### src/rtl/elevator_request_scheduler_pkg.sv
// Shared types and constants for the elevator request scheduler.
// Defines package elev_pkg: state encoding, floor geometry, direction codes and floor mask helpers.
package elev_pkg;

    localparam int NFLOORS = 4;
    localparam int FLOOR_W = 2;
    localparam int TIMER_W = 8;

    localparam logic DIR_UP = 1'b1;
    localparam logic DIR_DN = 1'b0;

    // Top floor has no up button and bottom floor has no down button.
    localparam logic [NFLOORS-1:0] UP_BTN_MASK = 4'b0111;
    localparam logic [NFLOORS-1:0] DN_BTN_MASK = 4'b1110;

    typedef enum logic [1:0] {
        IDLE    = 2'd0,
        MOVE_UP = 2'd1,
        MOVE_DN = 2'd2,
        DOOR    = 2'd3
    } state_t;

    function automatic logic [NFLOORS-1:0] above_mask(input logic [FLOOR_W-1:0] f);
        logic [NFLOORS-1:0] m;
        m = '0;
        for (int i = 0; i < NFLOORS; i++)
            if (i > int'(f)) m[i] = 1'b1;
        return m;
    endfunction

    function automatic logic [NFLOORS-1:0] below_mask(input logic [FLOOR_W-1:0] f);
        logic [NFLOORS-1:0] m;
        m = '0;
        for (int i = 0; i < NFLOORS; i++)
            if (i < int'(f)) m[i] = 1'b1;
        return m;
    endfunction

endpackage

### src/rtl/elevator_request_scheduler_timer.sv
// Loadable down-counter advanced only by timebase ticks; used for travel and door timing.
module elev_tick_timer #(
    parameter int WIDTH = 8
) (
    input  logic             clk,
    input  logic             rst,
    input  logic             load,
    input  logic [WIDTH-1:0] load_value,
    input  logic             tick,
    input  logic             enable,
    output logic [WIDTH-1:0] count,
    output logic             zero
);

    // Load has priority so a restart on the same cycle as a tick always yields a full period.
    always_ff @(posedge clk) begin
        if (!rst)
            count <= '0;
        else if (load)
            count <= load_value;
        else if (enable && tick && (count != '0))
            count <= count - 1'b1;
    end

    assign zero = (count == '0);

endmodule

### src/rtl/elevator_request_scheduler.sv
// Four-floor elevator call latching and travel/door scheduling FSM.
// Optional macro ELEV_DOOR_HOLD_EN adds a door_hold input that keeps the door open.
module elevator_request_scheduler
    import elev_pkg::*;
#(
    parameter int TRAVEL_TICKS = 4,
    parameter int DOOR_TICKS   = 3
) (
    input  logic       clk,
    input  logic       rst,
    input  logic       tick,
    input  logic       run,
    input  logic [3:0] hall_up,
    input  logic [3:0] hall_dn,
    input  logic [3:0] car_call,
`ifdef ELEV_DOOR_HOLD_EN
    input  logic       door_hold,
`endif
    output logic [1:0] floor,
    output logic [1:0] state,
    output logic       door_open,
    output logic [3:0] pending
);

    state_t cur_state;
    logic   last_dir;

    logic [NFLOORS-1:0] up_lat, dn_lat, car_lat, all_lat;
    logic [NFLOORS-1:0] up_btn, dn_btn, floor_bit, block_set;
    logic [NFLOORS-1:0] clr_up, clr_dn, clr_car;

    logic [TIMER_W-1:0] travel_count, door_count;
    logic               travel_zero, door_zero;
    logic               travel_load, travel_en, door_load, door_en;

    logic               moving, move_up, at_floor, calls_above, calls_below;
    logic [FLOOR_W-1:0] next_floor;
    logic [NFLOORS-1:0] next_bit;
    logic               ahead_next, arrive, arrive_stop, arrive_go;
    logic               idle_door, idle_up, idle_dn, enter_door;
    logic               door_btn, hold_reload, door_reload, door_close;
    logic               idle_dir, svc_dir, svc_ahead;
    logic [FLOOR_W-1:0] svc_floor;
    logic [NFLOORS-1:0] svc_bit;

`ifdef ELEV_DOOR_HOLD_EN
    assign hold_reload = (cur_state == DOOR) && door_hold;
`else
    assign hold_reload = 1'b0;
`endif

    assign state   = cur_state;
    assign pending = all_lat;

    // Decode every transition once so the FSM, timers and latch clears agree.
    always_comb begin
        all_lat     = up_lat | dn_lat | car_lat;
        up_btn      = hall_up & UP_BTN_MASK;
        dn_btn      = hall_dn & DN_BTN_MASK;
        floor_bit   = 4'b0001 << floor;
        at_floor    = |(all_lat & floor_bit);
        calls_above = |(all_lat & above_mask(floor));
        calls_below = |(all_lat & below_mask(floor));

        moving      = (cur_state == MOVE_UP) || (cur_state == MOVE_DN);
        move_up     = (cur_state == MOVE_UP);
        next_floor  = move_up ? floor + 1'b1 : floor - 1'b1;
        next_bit    = 4'b0001 << next_floor;
        ahead_next  = |(all_lat & (move_up ? above_mask(next_floor) : below_mask(next_floor)));
        arrive      = run && moving && tick &&
                      ((travel_count == TIMER_W'(1)) || travel_zero);
        arrive_stop = car_lat[next_floor] ||
                      (move_up ? up_lat[next_floor] : dn_lat[next_floor]) ||
                      ((|(all_lat & next_bit)) && !ahead_next);
        arrive_go   = !arrive_stop && ahead_next;

        idle_door   = run && (cur_state == IDLE) && at_floor;
        idle_up     = run && (cur_state == IDLE) && !at_floor && calls_above &&
                      ((last_dir == DIR_UP) || !calls_below);
        idle_dn     = run && (cur_state == IDLE) && !at_floor && !idle_up && calls_below;
        enter_door  = idle_door || (arrive && arrive_stop);

        door_btn    = (cur_state == DOOR) && (|((up_btn | dn_btn | car_call) & floor_bit));
        door_reload = door_btn || hold_reload;
        door_close  = run && (cur_state == DOOR) && !door_reload &&
                      ((tick && (door_count == TIMER_W'(1))) || door_zero);

        // From IDLE keep the last direction unless only the opposite hall call waits here.
        idle_dir    = last_dir ? (up_lat[floor] || !dn_lat[floor])
                               : (up_lat[floor] && !dn_lat[floor]);
        svc_floor   = (cur_state == IDLE) ? floor : next_floor;
        svc_dir     = (cur_state == IDLE) ? idle_dir : move_up;
        svc_bit     = 4'b0001 << svc_floor;
        svc_ahead   = |(all_lat & (svc_dir ? above_mask(svc_floor) : below_mask(svc_floor)));

        clr_car     = enter_door ? svc_bit : '0;
        clr_up      = (enter_door && (svc_dir || !svc_ahead)) ? svc_bit : '0;
        clr_dn      = (enter_door && (!svc_dir || !svc_ahead)) ? svc_bit : '0;
        block_set   = (cur_state == DOOR) ? floor_bit : '0;

        travel_load = idle_up || idle_dn || (arrive && arrive_go);
        travel_en   = run && moving;
        door_load   = enter_door || door_reload;
        door_en     = run && (cur_state == DOOR);
    end

    elev_tick_timer #(.WIDTH(TIMER_W)) travel_timer (
        .clk        (clk),
        .rst        (rst),
        .load       (travel_load),
        .load_value (TIMER_W'(TRAVEL_TICKS)),
        .tick       (tick),
        .enable     (travel_en),
        .count      (travel_count),
        .zero       (travel_zero)
    );

    elev_tick_timer #(.WIDTH(TIMER_W)) door_timer (
        .clk        (clk),
        .rst        (rst),
        .load       (door_load),
        .load_value (TIMER_W'(DOOR_TICKS)),
        .tick       (tick),
        .enable     (door_en),
        .count      (door_count),
        .zero       (door_zero)
    );

    // A new press beats a same-cycle service clear, except presses at the open door's floor.
    always_ff @(posedge clk) begin
        if (!rst) begin
            cur_state <= IDLE;
            floor     <= '0;
            last_dir  <= DIR_UP;
            door_open <= 1'b0;
            up_lat    <= '0;
            dn_lat    <= '0;
            car_lat   <= '0;
        end else begin
            up_lat  <= (up_lat & ~clr_up) | (up_btn & ~block_set);
            dn_lat  <= (dn_lat & ~clr_dn) | (dn_btn & ~block_set);
            car_lat <= (car_lat & ~clr_car) | (car_call & ~block_set);

            case (cur_state)
                IDLE: begin
                    if (idle_door) begin
                        cur_state <= DOOR;
                        door_open <= 1'b1;
                    end else if (idle_up) begin
                        cur_state <= MOVE_UP;
                        last_dir  <= DIR_UP;
                    end else if (idle_dn) begin
                        cur_state <= MOVE_DN;
                        last_dir  <= DIR_DN;
                    end
                end
                MOVE_UP, MOVE_DN: begin
                    if (arrive) begin
                        floor <= next_floor;
                        if (arrive_stop) begin
                            cur_state <= DOOR;
                            door_open <= 1'b1;
                        end else if (!arrive_go) begin
                            cur_state <= IDLE;
                        end
                    end
                end
                DOOR: begin
                    if (door_close) begin
                        cur_state <= IDLE;
                        door_open <= 1'b0;
                    end
                end
                default: begin
                    cur_state <= IDLE;
                    door_open <= 1'b0;
                end
            endcase
        end
    end

endmodule

### config.mk
export PLATFORM = sky130hd
export DESIGN_NAME = elevator_request_scheduler
export DESIGN_NICKNAME = d
export VERILOG_FILES = /design/src/rtl/elevator_request_scheduler_pkg.sv /design/src/rtl/elevator_request_scheduler_timer.sv /design/src/rtl/elevator_request_scheduler.sv
export SDC_FILE = /design/constraint.sdc
export NUM_CORES = 1
export LEC_CHECK = 0
export BUFFER_PORTS_ARGS = -buffer_cell sky130_fd_sc_hd__buf_2
export CORE_MARGIN = 8
export CORE_UTILIZATION = 40
export DETAILED_ROUTE_END_ITERATION = 8
export HOLD_SLACK_MARGIN = 0.08
export PLACE_DENSITY = 0.61
export SYNTH_ARGS = -nofsm -noshare
export SYNTH_HDL_FRONTEND = slang
export SYNTH_SLANG_ARGS = --single-unit
### constraint.sdc
create_clock -name clk -period 6.2 [get_ports clk]
set_clock_uncertainty 0.05 [all_clocks]
set_input_delay 0.62 -clock clk [delete_from_list [all_inputs] [get_ports clk]]
set_output_delay 0.62 -clock clk [all_outputs]
set_load 0.02 [all_outputs]
=== Word level (Yosys, flattened, before mapping) ===
Index checks and enable logic that the tools add are counted.

* Bitwise operators: 26
* Equal/unequal tests: 11
* Mux-type cells: 58
* Magnitude comparators: 20
* Shifts and indexed selects: 3
* Add/sub/neg operators: 4
* Reductions and logical operators: 69

{| class="wikitable"
|+ Operators by type and width
! kind !! count
|-
| bitwise AND 4 bit || 11
|-
| 2-to-1 mux 1 bit || 32
|-
| OR reduction 4 bit || 7
|-
| logical AND 1 bit || 25
|-
| 2-to-1 mux 4 bit || 6
|-
| OR 4 bit || 6
|-
| 2-to-1 mux 2 bit || 11
|-
| equality test 8 x 1 -> 1 bit (second input constant) || 2
|-
| zero test 8 bit || 2
|-
| inverter 4 bit || 4
|-
| nonzero test 8 bit || 2
|-
| subtractor 8 x 1 -> 8 bit (second input constant) || 2
|-
| logical OR 1 bit || 13
|-
| > comparator 2 bit (first input constant) || 6
|-
| less-than comparator 1 x 2 -> 1 bit (first input constant) || 6
|-
| << shifter 1 x 2 -> 4 bit (first input constant) || 3
|-
| binary-select mux 1 bit (select 2 bit) || 5
|-
| zero test 1 bit || 9
|-
| inequality test 2 bit (second input constant) || 4
|-
| AND reduction 4 bit || 2
|-
| > comparator 1 x 2 -> 1 bit (first input constant) || 3
|-
| less-than comparator 2 bit (first input constant) || 3
|-
| less-than comparator 2 x 3 -> 1 bit (second input constant) || 2
|-
| 2-to-1 mux 3 bit || 2
|-
| 17 further kinds || 23
|}

* Logic and storage cells: 202
* Flip-flop bits (word level): 34
* Input bits: 16
* Output and inout port bits: 9

=== Depth between registers and ports, before layout ===
* Word-level depth: 17
* Mapped depth: 11
* Gate-level depth less buffers: 9

=== Hierarchy ===
From an unflattened synthesis, not the netlist that was laid out.

* Cells, all modules: 322
* Area, all modules: 2597.5 um^2

{| class="wikitable"
|+ Modules (own cells, without submodules)
! module !! area each (um^2) !! cells an instance !! times used !! seq. area each (um^2)
|-
| elevator_request_scheduler || 1639.1 || 210 || 1 || 360.3
|-
| elev_tick_timer || 479.2 || 56 || 2 || 160.2
|}

=== Worst setup path after synthesis ===
Ideal clock, no wire load.

* Path type: flip-flop to flip-flop
* From: register floor[1]
* To: register cur_state[0], in the netlist state[0]
* Buffers on the path: 2
* Arrival: 2.560 ns
* Clock period less this slack: 2.740 ns
* Path slack: 3.460 ns
* Stages on the path, launching flop included: 11
* Library setup time: 0.130 ns
* Data required time: 6.020 ns
* Cell sequence: dfxtp_1 > buf_2 > inv_1 > ha_1 > buf_2 > o311ai_0 > o21ai_0 > a41o_1 > a221o_1 > nor3_1 > a211oi_1

* Word-level cells in the longest chain between the ends: 14
* Elaborated cells on any way between the ends: 78
* Those cells by class: 2 x add/sub; 12 x order compare; 3 x eq/ne; 2 x shift; 26 x mux; 6 x bitwise; 27 x reduce/logical

{| class="wikitable"
|+ RTL lines
! what !! RTL line !! text
|-
| from (decl) || elevator_request_scheduler.sv:19 || <nowiki>output logic [1:0] floor,</nowiki>
|-
| from (signal assigned) || elevator_request_scheduler.sv:159 || <nowiki>floor <= next_floor;</nowiki>
|-
| subtractor 2 x 1 -> 2 bit or adder 2 x 1 -> 2 bit (tied branches) || elevator_request_scheduler.sv:67 || <nowiki>next_floor = move_up ? floor + 1'b1 : floor - 1'b1;</nowiki>
|-
| 2-to-1 mux 2 bit || elevator_request_scheduler.sv:67 ||
|-
| less-than comparator 1 x 2 -> 1 bit, or another cell as far along || elevator_request_scheduler_pkg.sv:35 || <nowiki>if (i < int'(f)) m[i] = 1'b1;</nowiki>
|-
| 2-to-1 mux 1 bit, on equally long branches || elevator_request_scheduler_pkg.sv:35, elevator_request_scheduler_pkg.sv:27 ||
|-
| 2-to-1 mux 4 bit || elevator_request_scheduler.sv:69 || <nowiki>ahead_next = |(all_lat & (move_up ? above_mask(next_floor) : below_mask(next_floor)));</nowiki>
|-
| bitwise AND 4 bit || elevator_request_scheduler.sv:69 ||
|-
| OR reduction 4 bit || elevator_request_scheduler.sv:69 ||
|-
| zero test 1 bit || elevator_request_scheduler.sv:74 || <nowiki>((|(all_lat & next_bit)) && !ahead_next);</nowiki>
|-
| logical AND 1 bit || elevator_request_scheduler.sv:74 ||
|-
| logical OR 1 bit || elevator_request_scheduler.sv:73 || <nowiki>(move_up ? up_lat[next_floor] : dn_lat[next_floor]) ||</nowiki>
|-
| zero test 1 bit || elevator_request_scheduler.sv:75 || <nowiki>arrive_go = !arrive_stop && ahead_next;</nowiki>
|-
| logical AND 1 bit || elevator_request_scheduler.sv:75 ||
|-
| inequality test 3 bit (no source line) || -- ||
|-
| AND reduction 4 bit (no source line) || -- ||
|-
| to (signal assigned) || elevator_request_scheduler.sv:132 || <nowiki>cur_state <= IDLE;</nowiki>
|-
| to (signal assigned) || elevator_request_scheduler.sv:147 || <nowiki>cur_state <= DOOR;</nowiki>
|-
| to (signal assigned) || elevator_request_scheduler.sv:150 || <nowiki>cur_state <= MOVE_UP;</nowiki>
|-
| to (decl) || elevator_request_scheduler.sv:25 || <nowiki>state_t cur_state;</nowiki>
|}

Several ways; a longest one is shown, not always the timed one. The select of a mux whose other input is x is not followed.
A chain may end at the register's enable or synchronous reset.

=== Final worst setup path ===
* From: register floor[0]
* To: register door_open

* Word-level cells in the longest chain between the ends: 12
* Elaborated cells on any way between the ends: 46
* Those cells by class: 2 x add/sub; 6 x order compare; 3 x eq/ne; 2 x shift; 15 x mux; 4 x bitwise; 14 x reduce/logical

{| class="wikitable"
|+ RTL lines
! what !! RTL line !! text
|-
| subtractor 2 x 1 -> 2 bit or adder 2 x 1 -> 2 bit (tied branches) || elevator_request_scheduler.sv:67 ||
|-
| 2-to-1 mux 2 bit || elevator_request_scheduler.sv:67 ||
|-
| less-than comparator 1 x 2 -> 1 bit, or another cell as far along || elevator_request_scheduler_pkg.sv:35 ||
|-
| 2-to-1 mux 1 bit, on equally long branches || elevator_request_scheduler_pkg.sv:35, elevator_request_scheduler_pkg.sv:27 ||
|-
| 2-to-1 mux 4 bit || elevator_request_scheduler.sv:69 ||
|-
| bitwise AND 4 bit || elevator_request_scheduler.sv:69 ||
|-
| OR reduction 4 bit || elevator_request_scheduler.sv:69 ||
|-
| zero test 1 bit || elevator_request_scheduler.sv:74 ||
|-
| logical AND 1 bit || elevator_request_scheduler.sv:74 ||
|-
| logical OR 1 bit || elevator_request_scheduler.sv:73 ||
|-
| inequality test 2 bit (no source line) || -- ||
|-
| AND reduction 4 bit (no source line) (*) || -- ||
|-
| to (signal assigned) || elevator_request_scheduler.sv:135 || <nowiki>door_open <= 1'b0;</nowiki>
|-
| to (signal assigned) || elevator_request_scheduler.sv:148 || <nowiki>door_open <= 1'b1;</nowiki>
|-
| to (signal assigned) || elevator_request_scheduler.sv:162 || <nowiki>door_open <= 1'b1;</nowiki>
|-
| to (decl) || elevator_request_scheduler.sv:21 || <nowiki>output logic door_open,</nowiki>
|}

Every way passes the cells marked *; elsewhere a longest branch is shown, timed or not. The select of a mux whose other input is x is not followed.

==> metrics.txt <==
CP Cell Sequence inv_1 -> ha_1 -> xor2_1 -> mux4_2 -> o211ai_2 -> a41oi_4 -> inv_1 -> a221oi_2 -> mux2i_1; yosys warns 0; total number of vias 2022; layout cells sized above 1 roughly 16%; reg2reg end door_open; hold path depth 2; Top Ports 25; RSZ-0062 raised after global routing false; worst slack at placement a little under 3 ns; Num Clock Sinks 34; Starting Density about two fifths; global route total overflow 0; largest family of logic cells by synthesized area compound AO/OA/AOI/OAI gates; Clk Latency, worst-skew pair roughly 0.28 ns; syn avg cell area ~8.4 µm²; Final Net Count roughly 320; HPWL after DPL ~4300 µm; most frequent CP cell inv_1; register area share after synthesis 29.2%; PD cells between 300 and 400 nW/µm²; simple-gate share of the synthesized area between 20% and 30%; Synth Instances between 200 and 300; Arrival @ worst endpoint roughly 3.5 ns; CP startpoint kind flip-flop; Tcrit/Tclk final roughly 54%; worst slew pin tran ~0.58 ns; VDD IR-drop max approximately 0.16 mV; Slew Viols, Final 0; die area about 8500 µm²; clock root buffer master clkbuf_8; Distinct cells, synth 64; Setup Viol. Count Final 0; crit path time final 3.34 ns; final WL 5510 µm; setup total negative slack 0 ns; Post-Synth Adder-Cell Area 7.42%; Rel. slew slack about three fifths; Yosys reg bits 34; CORE AREA around 5600 µm²; IO Port Bufs 22; CTS clk-pin slew, worst paths approximately 0.070 ns; asr flop ratio synth 0%; XOR/XNOR Fraction of Synth Area 6.02%; largest net degree at the start of global routing 17; hold_sp door_open; area occupied by multi-input gates approximately 1500 µm²; clock tree buffer depth 2; initial antenna violation count 0; PnR worst setup slack approximately 2.9 ns; Site Rows 27; hold endpoint door_open; CTS resizes 0; Setup crit end kind flip-flop; Placed Instance Area about 2400 µm²; mapped cell area between 2000 and 2500 µm²; Mapped Nets 306; Post-CTS Hold Fix Bufs 0; die width around 92 µm; HP Class reg -> reg; Post-CTS Setup Repair Bufs 0; sequential cell area a little under 700 µm²; GRT Util Overall a little over an eighth; R2R depth 9; fillers approximately 580; # H-tree levels 2; CP max FO 16; vias in the first global route roughly 1900; final instance area between 2000 and 3000 µm²; detailed-route DRC error count 0; Sw Share 45.0%; top-area cell type share of the netlist area between 20% and 30%; first drt pass iteration count 4; Seq pwr share 30.7%; first-pass GRT wire length 9430 µm; MaxCap Viol Count 0; CTS tree done; Syn-to-layout area delta 8.71%; clock network fraction of total power between 15 and 20%; n_diodes 0; top_reg_cell synth dfxtp_1; routed len/inst between 10 and 15 µm; worst path required time 6.37 ns; ranking of synthesized cells by area dfxtp_1 29%, ha_1 7.0%, nor2_1 5.0%, a21oi_1 4.9%, xnor2_1 4.5%; Num CTS Buffers 5; Hold Slack about 0.43 ns; RR Startpoint floor[0]; Synth area leader dfxtp_1; outcome complete, no violations; CP max stage cell dfxtp_1; die height 92.3 µm; leakage just under 1 nW; slowest cell delay on critical path 0.66 ns; Sw Pwr 0.445 mW; 1st-iter DRT viols about 110; combinational share of power 53.1%; post-route antenna net violation count 0; Cell Int Power about 0.54 mW; critical path type reg -> reg; Final Hold Fails 0; routed vias/inst approximately 5.5; compound-gate portion of the synthesized area 24.4%; multiplexer share of the synthesized area 3.82%; number of synthesized flops with an enable pin 0; GPL Wtd Cong ~0.86; Reg2Reg Setup Slack roughly 2.9 ns; FMAX between 200 and 300 MHz
==> logic make-up after synthesis <==
kind of cell               after synthesis
and+or+nand+nor                        103
DFF                                     34
buffers and inverters                   26
muxes                                    5
adders and majority gates               14
AOI/OAI and AO/OA                       79
xor gates and xnor gates                16
==> critical path: cells and delay by family, from the launching register on <==
kind	cells	cell delay, ns
mux	2	0.49
xor+xnor	1	0.41
flops	1	0.66
compound gates	3	0.68
buf+inv	2	0.41
fa+ha+maj	1	0.58
==> state kept, by name, indices dropped and copies added (netlist names) <==
| name | count |
|---|---|
| state | 2 |
| last_dir | 1 |
| door_timer.count | 8 |
| floor | 2 |
| car_lat | 4 |
| dn_lat | 4 |
| door_open | 1 |
| up_lat | 4 |
| travel_timer.count | 8 |
==> cell usage in the layout (no fill, tap or decap), types with 3 or more instances in the layout <==
master / synthesis / final
a211oi_1: 5 / 5
a21oi_1: 23 / 23
buf_2: 3 / 22
clkbuf_8: 0 / 5
dfxtp_1: 34 / 34
ha_1: 13 / 13
inv_1: 14 / 14
mux4_2: 3 / 3
nand2_1: 21 / 21
nand2b_1: 4 / 4
nand3_1: 7 / 7
nor2_1: 31 / 31
nor3_1: 10 / 10
nor4_1: 5 / 5
o21a_1: 3 / 3
o21ai_0: 13 / 13
o21ai_1: 4 / 4
or3_1: 7 / 7
xnor2_1: 12 / 12
xor2_1: 4 / 4
==> power groups by stage <==
stage	Sequential, mW	Combinational [mW]	Clock [mW]
after global placement	0.306	0.520	0
after global routing	0.311	0.584	0.177
after detailed placement	0.308	0.522	0
after floorplan	0.303	0.430	0
after CTS	0.303	0.524	0.165
final	0.303	0.525	0.161
==> metrics by stage <==
stage / instances / util (%) / total power, mW
detailed placement: 360 / 43.9 / 0.830
finish: 368 / 45.4 / 0.989
global route: 368 / 45.4 / 1.07
global placement: 360 / 43.9 / 0.826
CTS: 368 / 45.4 / 0.992
floorplan: 277 / - / 0.733
==> metal layers <==
layer	GRT usage [%]	part of all wire [%]	vias up	wire length, µm
met5	0	0	-	0
met4	4.03	0.83	0	46
met3	3.55	6.6	4	365
met2	19.7	44	51	2430
met1	19.1	48	922	2670
li1	-	-	1045	-
==> cell usage after synthesis (all sizes together), types with 3 or more instances <==
cell type / count
a21oi: 23
nor3b: 3
nand3: 7
nor2: 32
mux4: 3
o211ai: 3
a211oi: 5
xnor2: 12
buf: 8
nand2b: 4
inv: 14
or3: 7
nor3: 12
o21ai: 17
nand2: 21
ha: 13
dfxtp: 34
xor2: 4
nor4: 5
o21a: 3
or2b: 3
==> worst max-delay path by stage <==
stage / from / end / cells past startpoint
3_3_place_gp: floor[0] / state[1] / 9
5_1_grt: floor[0] / travel_timer.count[1] / 8
6_report: floor[0] / door_open / 9
3_5_place_dp: floor[0] / state[0] / 9
4_1_cts: floor[0] / state[0] / 9
2_1_floorplan: floor[1] / state[0] / 10
==> cell type report <==
class,instances,share of cell area (%)
clock buffer,6,2.87
inverter,15,2.27
timing repair buffer,22,4.35
tap,72,3.56
sequential,34,26.9
multi-input combinational,217,59.5
clock inverter,2,0.544
Note: power is estimated with default switching activity, not from simulation.
